### config.mk
export PLATFORM = sky130hd
export DESIGN_NAME = sync_monitor
export DESIGN_NICKNAME = d
export VERILOG_FILES = /design/src/rtl/sync_pkg.sv /design/src/rtl/sync_edge_detect.sv /design/src/rtl/sync_monitor.sv
export SDC_FILE = /design/constraint.sdc
export NUM_CORES = 1
export LEC_CHECK = 0
export ABC_AREA = 1
export BUFFER_PORTS_ARGS = -buffer_cell sky130_fd_sc_hd__buf_2
export CAP_MARGIN = 10
export CORE_MARGIN = 3
export CORE_UTILIZATION = 50
export CTS_CLUSTER_SIZE = 16
export DETAILED_ROUTE_END_ITERATION = 8
export PLACE_DENSITY = 0.72
export SYNTH_ARGS = -nofsm -noshare
export SYNTH_HDL_FRONTEND = slang
export SYNTH_SLANG_ARGS = --single-unit
export TNS_END_PERCENT = 50
### constraint.sdc
create_clock -name clk -period 3.5 [get_ports clk]
set_input_delay 0.175 -clock clk [delete_from_list [all_inputs] [get_ports clk]]
set_output_delay 0.175 -clock clk [all_outputs]
set_load 0.1 [all_outputs]
### src/rtl/sync_pkg.sv
// Shared definitions for the sync_monitor block and its edge detector.
//   sync_state_t : monitor state (IDLE, ACQUIRE, LOCKED)
//   SYNC_STAGES  : depth of the metastability synchronizer on async inputs
package sync_pkg;

  typedef enum logic [1:0] {
    IDLE    = 2'd0,
    ACQUIRE = 2'd1,
    LOCKED  = 2'd2
  } sync_state_t;

  localparam int SYNC_STAGES = 2;

endpackage

### src/rtl/sync_edge_detect.sv
// Synchronizes one asynchronous level input and reports its edges.
// An edge is registered one cycle after the synchronized level differs from
// the previous-value flop, so an input change first sampled at clock edge E0
// appears on edge_det after clock edge E0+2.
// Ports:
//   clk       : sampling clock
//   rst       : synchronous active-high reset (clears every flop)
//   async_in  : asynchronous level input
//   edge_det  : one-cycle strobe per detected edge
//   edge_rise : new level of the input, meaningful while edge_det is high
module sync_edge_detect import sync_pkg::*; #(
  parameter int STAGES = SYNC_STAGES
) (
  input  logic clk,
  input  logic rst,
  input  logic async_in,
  output logic edge_det,
  output logic edge_rise
);

  logic [STAGES-1:0] sync_sr;
  logic              prev_p0;

  always_ff @(posedge clk) begin
    if (rst) begin
      sync_sr   <= '0;
      prev_p0   <= 1'b0;
      edge_det  <= 1'b0;
      edge_rise <= 1'b0;
    end else begin
      // synchronizer stages
      sync_sr   <= {sync_sr[STAGES-2:0], async_in};
      // previous-value stage
      prev_p0   <= sync_sr[STAGES-1];
      // registered edge / polarity stage
      edge_det  <= sync_sr[STAGES-1] ^ prev_p0;
      edge_rise <= sync_sr[STAGES-1];
    end
  end

endmodule

### src/rtl/sync_monitor.sv
// Receive-side sync monitor. Detects edges of an asynchronous square wave,
// measures each half-period in clk cycles and declares lock once LOCK_COUNT
// consecutive edges land within TOLERANCE of FREQ_CLK. A stalled input
// (no edge for 2*FREQ_CLK cycles) produces a timeout strobe and returns the
// block to IDLE.
// Ports:
//   clk          : only clock
//   reset        : synchronous active-high reset
//   syncin       : asynchronous sync square wave
//   edge_valid   : one-cycle strobe per detected edge
//   edge_rising  : polarity of the edge, valid with edge_valid
//   half_period  : last measured edge-to-edge interval (clk cycles)
//   period_valid : half_period holds a real measurement
//   edge_count   : edges seen since reset, wraps modulo 2^32
//   locked       : input within tolerance for LOCK_COUNT consecutive edges
//   timeout      : one-cycle strobe when the input stalls
module sync_monitor import sync_pkg::*; #(
  parameter int unsigned FREQ_CLK   = 2000000,
  parameter int unsigned TOLERANCE  = 16,
  parameter int unsigned LOCK_COUNT = 4,
  parameter int          CNT_W      = 32
) (
  input  logic             clk,
  input  logic             reset,
  input  logic             syncin,
  output logic             edge_valid,
  output logic             edge_rising,
  output logic [CNT_W-1:0] half_period,
  output logic             period_valid,
  output logic [31:0]      edge_count,
  output logic             locked,
  output logic             timeout
);

  localparam logic [CNT_W-1:0] TIMEOUT_CNT = CNT_W'(2 * FREQ_CLK);
  localparam logic [CNT_W-1:0] NOMINAL_CNT = CNT_W'(FREQ_CLK);
  localparam logic [CNT_W-1:0] TOL_CNT     = CNT_W'(TOLERANCE);
  localparam int               GOOD_W      = $clog2(LOCK_COUNT + 1);
  localparam logic [GOOD_W-1:0] GOOD_LAST  = GOOD_W'(LOCK_COUNT - 1);
  localparam logic [GOOD_W-1:0] GOOD_FULL  = GOOD_W'(LOCK_COUNT);

  // |meas - FREQ_CLK| <= TOLERANCE, evaluated one bit wider and signed so
  // the subtraction can never wrap.
  function automatic logic within_tol(input logic [CNT_W-1:0] meas);
    logic signed [CNT_W:0] diff;
    diff = $signed({1'b0, meas}) - $signed({1'b0, NOMINAL_CNT});
    if (diff < 0) diff = -diff;
    return diff <= $signed({1'b0, TOL_CNT});
  endfunction

  function automatic logic [CNT_W-1:0] sat_inc(input logic [CNT_W-1:0] v);
    return (v == '1) ? v : v + CNT_W'(1);
  endfunction

  logic              edge_det;
  logic              edge_rise;
  sync_state_t       state;
  sync_state_t       state_nxt;
  logic [CNT_W-1:0]  cnt;
  logic [CNT_W-1:0]  cnt_nxt;
  logic [GOOD_W-1:0] good_cnt;
  logic [GOOD_W-1:0] good_nxt;
  logic              meas_upd;
  logic              stall;
  logic              good_edge;

  sync_edge_detect #(
    .STAGES (SYNC_STAGES)
  ) u_edge (
    .clk       (clk),
    .rst       (reset),
    .async_in  (syncin),
    .edge_det  (edge_det),
    .edge_rise (edge_rise)
  );

  assign good_edge = within_tol(cnt);

  always_ff @(posedge clk) begin
    if (reset) begin
      state    <= IDLE;
      cnt      <= '0;
      good_cnt <= '0;
    end else begin
      state    <= state_nxt;
      cnt      <= cnt_nxt;
      good_cnt <= good_nxt;
    end
  end

  // cnt loads 1 the cycle after an edge, so edges N cycles apart read N.
  // An edge takes priority over the stall check on the same cycle.
  always_comb begin
    state_nxt = state;
    cnt_nxt   = cnt;
    good_nxt  = good_cnt;
    meas_upd  = 1'b0;
    stall     = 1'b0;
    case (state)
      IDLE: begin
        cnt_nxt = '0;
        if (edge_det) begin
          state_nxt = ACQUIRE;
          good_nxt  = '0;
          cnt_nxt   = CNT_W'(1);
        end
      end
      ACQUIRE, LOCKED: begin
        cnt_nxt = sat_inc(cnt);
        if (edge_det) begin
          cnt_nxt  = CNT_W'(1);
          meas_upd = 1'b1;
          if (!good_edge) begin
            state_nxt = ACQUIRE;
            good_nxt  = '0;
          end else if (state == ACQUIRE) begin
            if (good_cnt == GOOD_LAST) begin
              state_nxt = LOCKED;
              good_nxt  = GOOD_FULL;
            end else begin
              good_nxt = good_cnt + GOOD_W'(1);
            end
          end
        end else if (cnt == TIMEOUT_CNT) begin
          state_nxt = IDLE;
          cnt_nxt   = '0;
          good_nxt  = '0;
          stall     = 1'b1;
        end
      end
      default: begin
        state_nxt = IDLE;
        cnt_nxt   = '0;
        good_nxt  = '0;
      end
    endcase
  end

  // output register stage
  always_ff @(posedge clk) begin
    if (reset) begin
      edge_valid   <= 1'b0;
      edge_rising  <= 1'b0;
      half_period  <= '0;
      period_valid <= 1'b0;
      edge_count   <= '0;
      locked       <= 1'b0;
      timeout      <= 1'b0;
    end else begin
      edge_valid <= edge_det;
      timeout    <= stall;
      locked     <= (state_nxt == LOCKED);
      if (edge_det) begin
        edge_rising <= edge_rise;
        edge_count  <= edge_count + 32'd1;
      end
      if (meas_upd) begin
        half_period  <= cnt;
        period_valid <= 1'b1;
      end else if (stall) begin
        period_valid <= 1'b0;
      end
    end
  end

endmodule

==> flow_summary.yaml, run 1 <==
clock_network:
  cts-hold-fix-buffers: 0
  clk_pin_slew_ps: 70
  clk_latency_ps: 350
  cts_resized: 0
  root_buffer: "clkbuf_16"
  cts_sinks: 110
  htreeDepth: 3
  cts_buffer_depth: 2
  tritoncts: "yes"
  post_cts_buffers: 0
  cts_buffers: 9
logic_synthesis:
  synthCells: 1014
  ys_async_sr_fraction_pct: 0
  synth_top_area_cell: "dfxtp_1"
  muxShareOfSynthArea_pct: 0
  synth_fa_ha_area_share_pct: 2.20
  synth.top_cell.area_share_pct: 32.2
  ys_seq_elements: 110
  ys_top_cells_by_area: "dfxtp_1 (32%), nand2_1 (11%), nor2_1 (7.0%)"
  synth_edf_count: 0
  synth-compound-area-share_pct: 13.6
  synthSimpleGateAreaFrac_pct: 37.3
  synth_area_per_cell_um2: 6.73
  ys_warn_count: 0
  synth-xor-area-share_pct: 4.20
  synth_top_family_by_area: "simple AND/OR/NAND/NOR gates"
  synth_fp_nets: 1029
  synth_top_flop_cell: "dfxtp_1"
  yosysUniqueCellTypes: 53
  seq_area_frac_synth_pct: 32.2
  netlist_area_um2: 6830
detailed_routing:
  wl_per_cell_um: 14.8
  drc: 0
  drtPass1Iterations: 6
  vias: 6894
  vias_per_cell: 5.50
  routed_wl_mm: 18.5
  first_iter_violations: 591
  postRouteAntennaNets: 0
timing:
  drv_slew: 0
  period_needed_ps: 3080
  slew-limit-headroom_pct: 51.5
  tightest_slew_ps: 726
  finalClockSkew_ps: 9.73
  finalCritPeriodShare_pct: 88.1
  fin_tns_setup_ps: 0
  finalHoldViolations: 0
  final-setup-viol-count: 0
  fmax_ghz: 0.324
  rsz0062_at_grt: "no"
global_route:
  grt_pass1_vias: 6093
  grt_first_pass_wirelength_mm: 30.2
  busiest_layer: "met1"
  grt_overflow: 0
  grt_util_met2_pct: 37.0
  grtUsageMet1_pct: 37.4
  grt_max_degree: 65
  gr-usage-all-layers_pct: 24.8
  antenna_found_initial: 0
  met3_usage_pct: 3.13
die:
  die_x_um: 123
  ioPinCount: 72
  die_h_um: 123
  core_area_um2: 13300
  initial_core_util_pct: 51.4
  row_count: 42
  die_area_um2: 15100
placed_design:
  port_buffers: 71
  dpl.hpwl_mm: 14.2
  place.gp.congestion: 0.952
final_layout:
  nets: 1088
  finalCoreUtilization_pct: 56.9
  area_growth_pct: 10.8
  n_antenna_cell: 0
  nFillCells: 1294
  drive_gt1_share_pct: 15.7
worst_setup_path:
  cp_data_arrival_time_ps: 3330
  r2r_cells: 23
  critPathMaxFanout: 7
  rr_startpoint: "cnt[8]"
  crit_type: "reg2reg"
  reg2reg_setup_slack_ps: 420
  r2r-end: "good_cnt[2]"
  end_kind: "flop"
  start_kind: "flop"
  worstPathRequired_ps: 3750
power_and_ir_drop:
  p_leak_uw: 0.00328
  ir_drop_mv: 0.299
  power_density_nw_per_um2: 313
job:
  cap_violations: 0
hold_path:
  hp-class: "in2reg"
  min_path_cells: 3
  holdPathEnd: "u_edge.sync_sr[0]"
  min-delay-start: "syncin"
status:
  outcome: "complete, no violations"
-- worst max path at each step --
stage                        startpoint              to  slack [ps]  depth (start not counted)
after floorplan           edge_count[0]  edge_count[24]         420                         15
after global placement           cnt[8]     good_cnt[2]         490                         22
after detailed placement         cnt[8]     good_cnt[2]         440                         22
after CTS                        cnt[8]     good_cnt[2]         430                         22
after global routing             cnt[8]     good_cnt[2]          90                         20
final                            cnt[8]     good_cnt[2]         420                         23
-- flip-flops by register name (all words and copies together) (netlist names), 2 cells and up --
| signal | flops |
|---|---|
| cnt | 32 |
| half_period | 32 |
| u_edge.sync_sr | 2 |
| state | 2 |
| edge_count | 32 |
| good_cnt | 3 |
-- per-stage QoR --
step,power [uW],area [um^2],hold slack [ps],std cells,setup slack [ps]
finish,2370,7570,34.4,1253,416
global placement,1440,7290,385,1238,492
detailed placement,1440,7290,395,1238,443
floorplan,1410,6830,282,1014,419
CTS,2390,7570,25.5,1253,435
global route,2450,7570,44.3,1253,87.3
-- layer usage --
metal,up-vias,share of wire [%],wire length [um]
met2,274,43,8030
met5,-,0,0
met3,35,6.7,1240
li1,3470,-,-
met4,0,2.3,428
met1,3115,48,8800
-- cells in the mapped netlist (5+ instances only) --
| master | number |
|---|---|
| nor2_1 | 127 |
| a221oi_1 | 5 |
| dfxtp_1 | 110 |
| buf_2 | 9 |
| nand3_1 | 63 |
| a211oi_1 | 7 |
| inv_2 | 10 |
| nor4_1 | 15 |
| nor2_4 | 8 |
| nand2_2 | 15 |
| nand2_4 | 5 |
| xor2_1 | 25 |
| a21oi_1 | 72 |
| ha_1 | 12 |
| nand4_1 | 29 |
| nand3_2 | 5 |
| o21ai_0 | 64 |
| nor3_2 | 6 |
| inv_1 | 109 |
| nand2_1 | 193 |
| nor3_1 | 47 |
| clkbuf_1 | 19 |
-- layout by cell type, fill, tap and decap left out, types with 25 or more instances in the layout --
cell type  Yosys  layout
o21ai_0       64      64
nand2_1      193     193
nand4_1       29      29
inv_1        109     109
xor2_1        25      25
nor2_1       127     127
nand3_1       63      63
buf_2          9      71
nor3_1        47      47
dfxtp_1      110     110
a21oi_1       72      72
-- area by class of cell --
| type | instances | area (um^2) | area share [%] |
|---|---|---|---|
| multi-input cells | 739 | 3920 | 51.8 |
| flip-flops and latches | 110 | 2200 | 29.1 |
| inverters | 126 | 479 | 6.33 |
| repair buffers | 87 | 475 | 6.28 |
| clock buffers | 9 | 225 | 2.98 |
| well taps | 176 | 220 | 2.91 |
| clock inverters | 6 | 47.5 | 0.628 |
-- power by group --
part	switching, uW	leakage [uW]	total [uW]	internal [uW]
Clock	472	0.000126	958	486
Sequential	8.74	0.000887	1270	1260
Combinational	103	0.00227	138	34.9
-- worst max-delay path, cell delays in order (launching register included) --
cell     delay, ps
dfxtp_1        370
inv_1          240
ha_1           230
nand2_1         90
nand2_2        120
nand2_1        100
nand2_1         80
nand2_1        110
inv_1          120
nand3_1         80
nor2_1         190
nand2_1        120
nand2_2         90
nand2_1         60
nand2_1         50
nand2_1         90
nor3_4         200
nand3_1        100
nand2_2        160
nand3_2        100
nand2_2        110
nand2_1         60
nand2_1         60
nor2_2          40
-- kinds of logic after synthesis --
logic type | after synthesis
flip-flops | 110
buffers and inverters | 165
XOR/XNOR | 31
adder cells (fa/ha/maj) | 12
AND/OR/NAND/NOR | 529
AO/OA/AOI/OAI | 167
No activity file was read; power rests on OpenSTA's default activity.
==> run 2, diff against run 1 <==
- CORE_UTILIZATION: 50 -> 60
- PLACE_DENSITY: 0.72 -> 0.83
==> flow_summary.yaml, run 2 (synthesized netlist as in run 1, its figures left out) <==
hold_path:
  holdPathEnd: "u_edge.sync_sr[0]"
  hp-class: "in2reg"
  min_path_cells: 3
  min-delay-start: "syncin"
clock_network:
  cts-hold-fix-buffers: 0
  root_buffer: "clkbuf_16"
  cts_sinks: 110
  clk_latency_ps: 360
  htreeDepth: 3
  clk_pin_slew_ps: 70
  cts_resized: 0
  tritoncts: "yes"
  cts_buffer_depth: 2
  post_cts_buffers: 0
  cts_buffers: 9
timing:
  finalHoldViolations: 0
  fin_tns_setup_ps: 0
  timing.final.ws_setup_ps: 357
  finalCritPeriodShare_pct: 89.8
  drv_slew: 0
  slew-limit-headroom_pct: 49.8
  period_needed_ps: 3140
  finalClockSkew_ps: 7.48
  tightest_slew_ps: 751
  rsz0062_at_grt: "no"
  fmax_ghz: 0.318
  final-setup-viol-count: 0
placed_design:
  place.gp.congestion: 0.983
  dpl.hpwl_mm: 13.8
  pre_cts_ws_ps: 432
  port_buffers: 71
  dp.cells: 1201
global_route:
  grt_overflow: 0
  grt_max_degree: 45
  grt_pass1_vias: 6301
  gr-usage-all-layers_pct: 29.0
  antenna_found_initial: 0
  grt_first_pass_wirelength_mm: 30.5
detailed_routing:
  postRouteAntennaNets: 0
  vias_per_cell: 5.81
  drtPass1Iterations: 5
  vias: 7061
  first_iter_violations: 837
  drc: 0
  wl_per_cell_um: 15.0
  routed_wl_mm: 18.2
final_layout:
  nets: 1087
  instances_no_fill: 1216
  n_antenna_cell: 0
  top_regs: "cnt: 32 flops, edge_count: 32 flops, half_period: 32 flops"
  final_cell_mix: "nand2_1 (193), nor2_1 (127), dfxtp_1 (110), inv_1 (109), a21oi_1 (72)"
  drive_gt1_share_pct: 15.6
  area_growth_pct: 10.6
  layout_commonest_cell: "nand2_1"
power_and_ir_drop:
  power_density_nw_per_um2: 324
  p_leak_uw: 0.00329
  power_uw: 2440
  ir_drop_mv: 0.331
status:
  outcome: "complete, no violations"
worst_setup_path:
  r2r-end: "good_cnt[2]"
  critPathTopFamily: "simple AND/OR/NAND/NOR gates"
  crit_buf_inv: 1
  r2r_cells: 17
  critPathMaxFanout: 27
  crit_type: "reg2reg"
  cp_data_arrival_time_ps: 3400
  reg2reg_setup_slack_ps: 360
  end_kind: "flop"
  path_cells: "inv_2 -> nand2_4 -> nor2_8 -> nand2_4 -> nor2_8 -> a21boi_4 -> nand3_1 -> a21oi_2 -> nand3_1 -> nor2_1 -> nand3_2 -> nand2_2 -> nand3_2 -> nand2_2 -> nand2_1 -> nand2_1 -> nor2_2"
  max_stage_delay_ps: 660
  start_kind: "flop"
  worstPathRequired_ps: 3760
  cpMaxStageDelayCell: "a21boi_4"
  path_depth: 17
  rr_startpoint: "cnt[22]"
die:
  row_count: 38
  die_x_um: 113
  initial_core_util_pct: 62.2
  die_h_um: 113
  core_area_um2: 11000
  ioPinCount: 72
  die_area_um2: 12700
job:
  cap_violations: 0
## run 2: metrics by stage
stage	util (%)	hold WS, ps	area [um^2]
6_report	68.7	23.0	7550
5_1_grt	68.7	35.8	7550
4_1_cts	68.7	19.9	7550
3_5_place_dp	66.0	380	7250
3_3_place_gp	66.0	383	7250
2_1_floorplan	-	282	6830
## run 2: how the worst max path moves through the flow
stage | from | to | slack, ps
2_1_floorplan | edge_count[0] | edge_count[24] | 420
3_3_place_gp | cnt[7] | good_cnt[2] | 460
3_5_place_dp | cnt[7] | good_cnt[2] | 430
4_1_cts | cnt[22] | good_cnt[2] | 410
5_1_grt | cnt[8] | good_cnt[2] | 60
6_report | cnt[22] | good_cnt[2] | 360
## run 2: power by group
part | switching [uW] | internal, uW
registers | 8.77 | 1260
clock network | 477 | 559
logic | 104 | 34.1
total | 590 | 1860
## run 2: per-layer routing
layer / up-vias / wire (um) / track usage [%]
li1: 3462 / - / -
met1: 3169 / 8060 / 41.3
met2: 377 / 7970 / 43.9
met3: 53 / 1600 / 5.12
met4: 0 / 613 / 11.0
met5: - / 0 / 0
## run 2: area by class of cell
class,count,area [um^2]
clock buffers,9,225
clock inverters,6,71.3
fillers,980,3430
inverters,126,479
multi-input cells,739,3920
flip-flops and latches,110,2200
well taps,140,175
repair buffers,86,480
## run 2: worst reg2reg max path: stages (launching register included)
cell and delay, ps:
dfxtp_1 390, inv_2 170, nand2_4 100, nor2_8 100
nand2_4 80, nor2_8 170, a21boi_4 660, nand3_1 220
a21oi_2 180, nand3_1 80, nor2_1 230, nand3_2 120
nand2_2 160, nand3_2 100, nand2_2 120, nand2_1 60
nand2_1 70, nor2_2 50
==> run 3, diff against run 2 <==
- ABC_AREA: 1 -> not set
- CORE_UTILIZATION: 60 -> 59
- PLACE_DENSITY: 0.83 -> 0.82
==> flow_summary.yaml, run 3 <==
status:
  outcome: "complete, no violations"
placed_design:
  dpl.hpwl_mm: 13.8
  dp.cells: 1031
  port_buffers: 71
  place.gp.congestion: 0.989
final_layout:
  final_cell_mix: "nand2_1 (117), dfxtp_1 (108), nor2_1 (92), buf_2 (71), a21oi_1 (65)"
  top_regs: "cnt: 32 flops, edge_count: 32 flops, half_period: 32 flops"
  nets: 926
  n_antenna_cell: 0
  area_growth_pct: 16.1
  instances_no_fill: 1052
  finalCoreUtilization_pct: 70.9
  drive_gt1_share_pct: 19.4
  nFillCells: 826
  layout_commonest_cell: "nand2_1"
job:
  cap_violations: 0
logic_synthesis:
  synth_edf_count: 0
  netlist_area_um2: 6370
  ys_warn_count: 0
  yosysUniqueCellTypes: 72
  ys_async_sr_fraction_pct: 0
  synthSimpleGateAreaFrac_pct: 29.0
  synth_area_per_cell_um2: 7.63
  synth_common_cells: "nand2_1 (117), dfxtp_1 (110), nor2_1 (92)"
  synth-xor-area-share_pct: 8.94
  synth_top_flop_cell: "dfxtp_1"
  synth_top_area_cell: "dfxtp_1"
  synth-compound-area-share_pct: 18.9
  synth_fa_ha_area_share_pct: 2.36
  seq_area_frac_synth_pct: 34.6
  ys_top_cells_by_area: "dfxtp_1 (35%), nand2_1 (6.9%), nor2_1 (5.4%)"
  yosys.cell_count.top_type: "nand2_1"
  synth_top_family_by_area: "simple AND/OR/NAND/NOR gates"
  muxShareOfSynthArea_pct: 1.12
  synth.top_cell.area_share_pct: 34.6
  ys_seq_elements: 110
  synthCells: 834
  synth_fp_nets: 849
power_and_ir_drop:
  power_uw: 2200
  p_leak_uw: 0.00281
  power_density_nw_per_um2: 298
  ir_drop_mv: 0.280
die:
  die_h_um: 110
  row_count: 37
  die_x_um: 110
  ioPinCount: 72
  die_area_um2: 12100
  initial_core_util_pct: 61.1
  core_area_um2: 10400
global_route:
  gr-usage-all-layers_pct: 30.6
  grt_overflow: 0
  antenna_found_initial: 0
  grt_pass1_vias: 5928
  grt_first_pass_wirelength_mm: 29.3
  grt_max_degree: 45
worst_setup_path:
  critPathMaxFanout: 8
  crit_type: "reg2reg"
  end_kind: "flop"
  start_kind: "flop"
  cp_data_arrival_time_ps: 3660
  worstPathRequired_ps: 3780
timing:
  drv_slew: 0
  finalClockSkew_ps: 7.61
  whs_ps: 377
  fmax_ghz: 0.296
  tightest_slew_ps: 806
  final-setup-viol-count: 0
  finalCritPeriodShare_pct: 96.7
  period_needed_ps: 3380
  finalHoldViolations: 0
  slew-limit-headroom_pct: 46.2
detailed_routing:
  vias_per_cell: 6.15
  first_iter_violations: 624
  postRouteAntennaNets: 0
  vias: 6475
  routed_wl_mm: 18.7
  wl_per_cell_um: 17.8
  drc: 0
  drtPass1Iterations: 7
hold_path:
  hp-class: "in2reg"
clock_network:
  cts_buffer_depth: 2
  cts_buffers: 9
  root_buffer: "clkbuf_8"
  cts_sinks: 110
  tritoncts: "yes"
  htreeDepth: 3
  clk_latency_ps: 380
  clk_pin_slew_ps: 100
-- run 3: worst paths after layout --
path | from | to | slack [ps] | cells past startpoint
setup / recovery | cnt[17] | locked | 120 | 10
hold / removal | reset | state[0] | 380 | 2
setup reg to reg | cnt[17] | locked | 120 | 10
hold reg to reg | u_edge.sync_sr[0] | u_edge.sync_sr[1] | 460 | 1
-- run 3: what timing repair did --
action	4_1_cts	5_1_grt
resized for setup	0	18
hold buffers	1	0
setup endpoints to repair	0	6
buffers inserted	0	4
hold endpoints to repair	1	0
-- run 3: cell families after synthesis --
kind of cell / count (synthesis)
compound gates: 182
xor+xnor: 65
fa+ha+maj: 12
buf+inv: 85
flops: 110
mux: 7
simple gates: 373
-- run 3: metal layers --
metal / GRT usage, % / share of wire [%] / wire, um / up-vias
li1: - / - / - / 3084
met1: 40.9 / 42 / 7950 / 3045
met2: 49.3 / 47 / 8830 / 301
met3: 5.99 / 7.9 / 1480 / 45
met4: 10.3 / 2.6 / 483 / 0
met5: 0 / 0 / 0 / -
-- run 3: final cells by class --
cell class                      instances  area, um^2  share of cell area (%)
Multi-Input combinational cell        639        3910                    52.9
Sequential cell                       110        2200                    29.8
Timing Repair Buffer                  130         801                    10.8
Tap cell                              136         170                    2.30
Clock buffer                           12         145                    1.96
Inverter                               21        78.8                    1.07
Clock inverter                          4        77.6                    1.05
-- run 3: critical path, cell delays in order, from the launching register on --
cell       delay, ps
dfxtp_1          570
nor4bb_1         440
o21ai_0          230
a21oi_1          440
nor4_1           140
o22a_1           280
nand4bb_1        230
nor3_2           300
buf_4            160
a32oi_1          120
a2111oi_2        370
-- run 3: power breakdown --
part | total [uW] | switching [uW] | internal (uW)
Clock | 860 | 433 | 428
Sequential | 1260 | 4.12 | 1250
Combinational | 83.3 | 57.5 | 25.9
-- run 3: stage by stage --
step	TNS [ps]	worst slack, ps	area [um^2]
finish	0	117	7390
detailed placement	0	74.4	7050
CTS	0	29.2	7280
global placement	0	178	7050
global route	-44.4	-35.8	7390
floorplan	0	38.1	6370
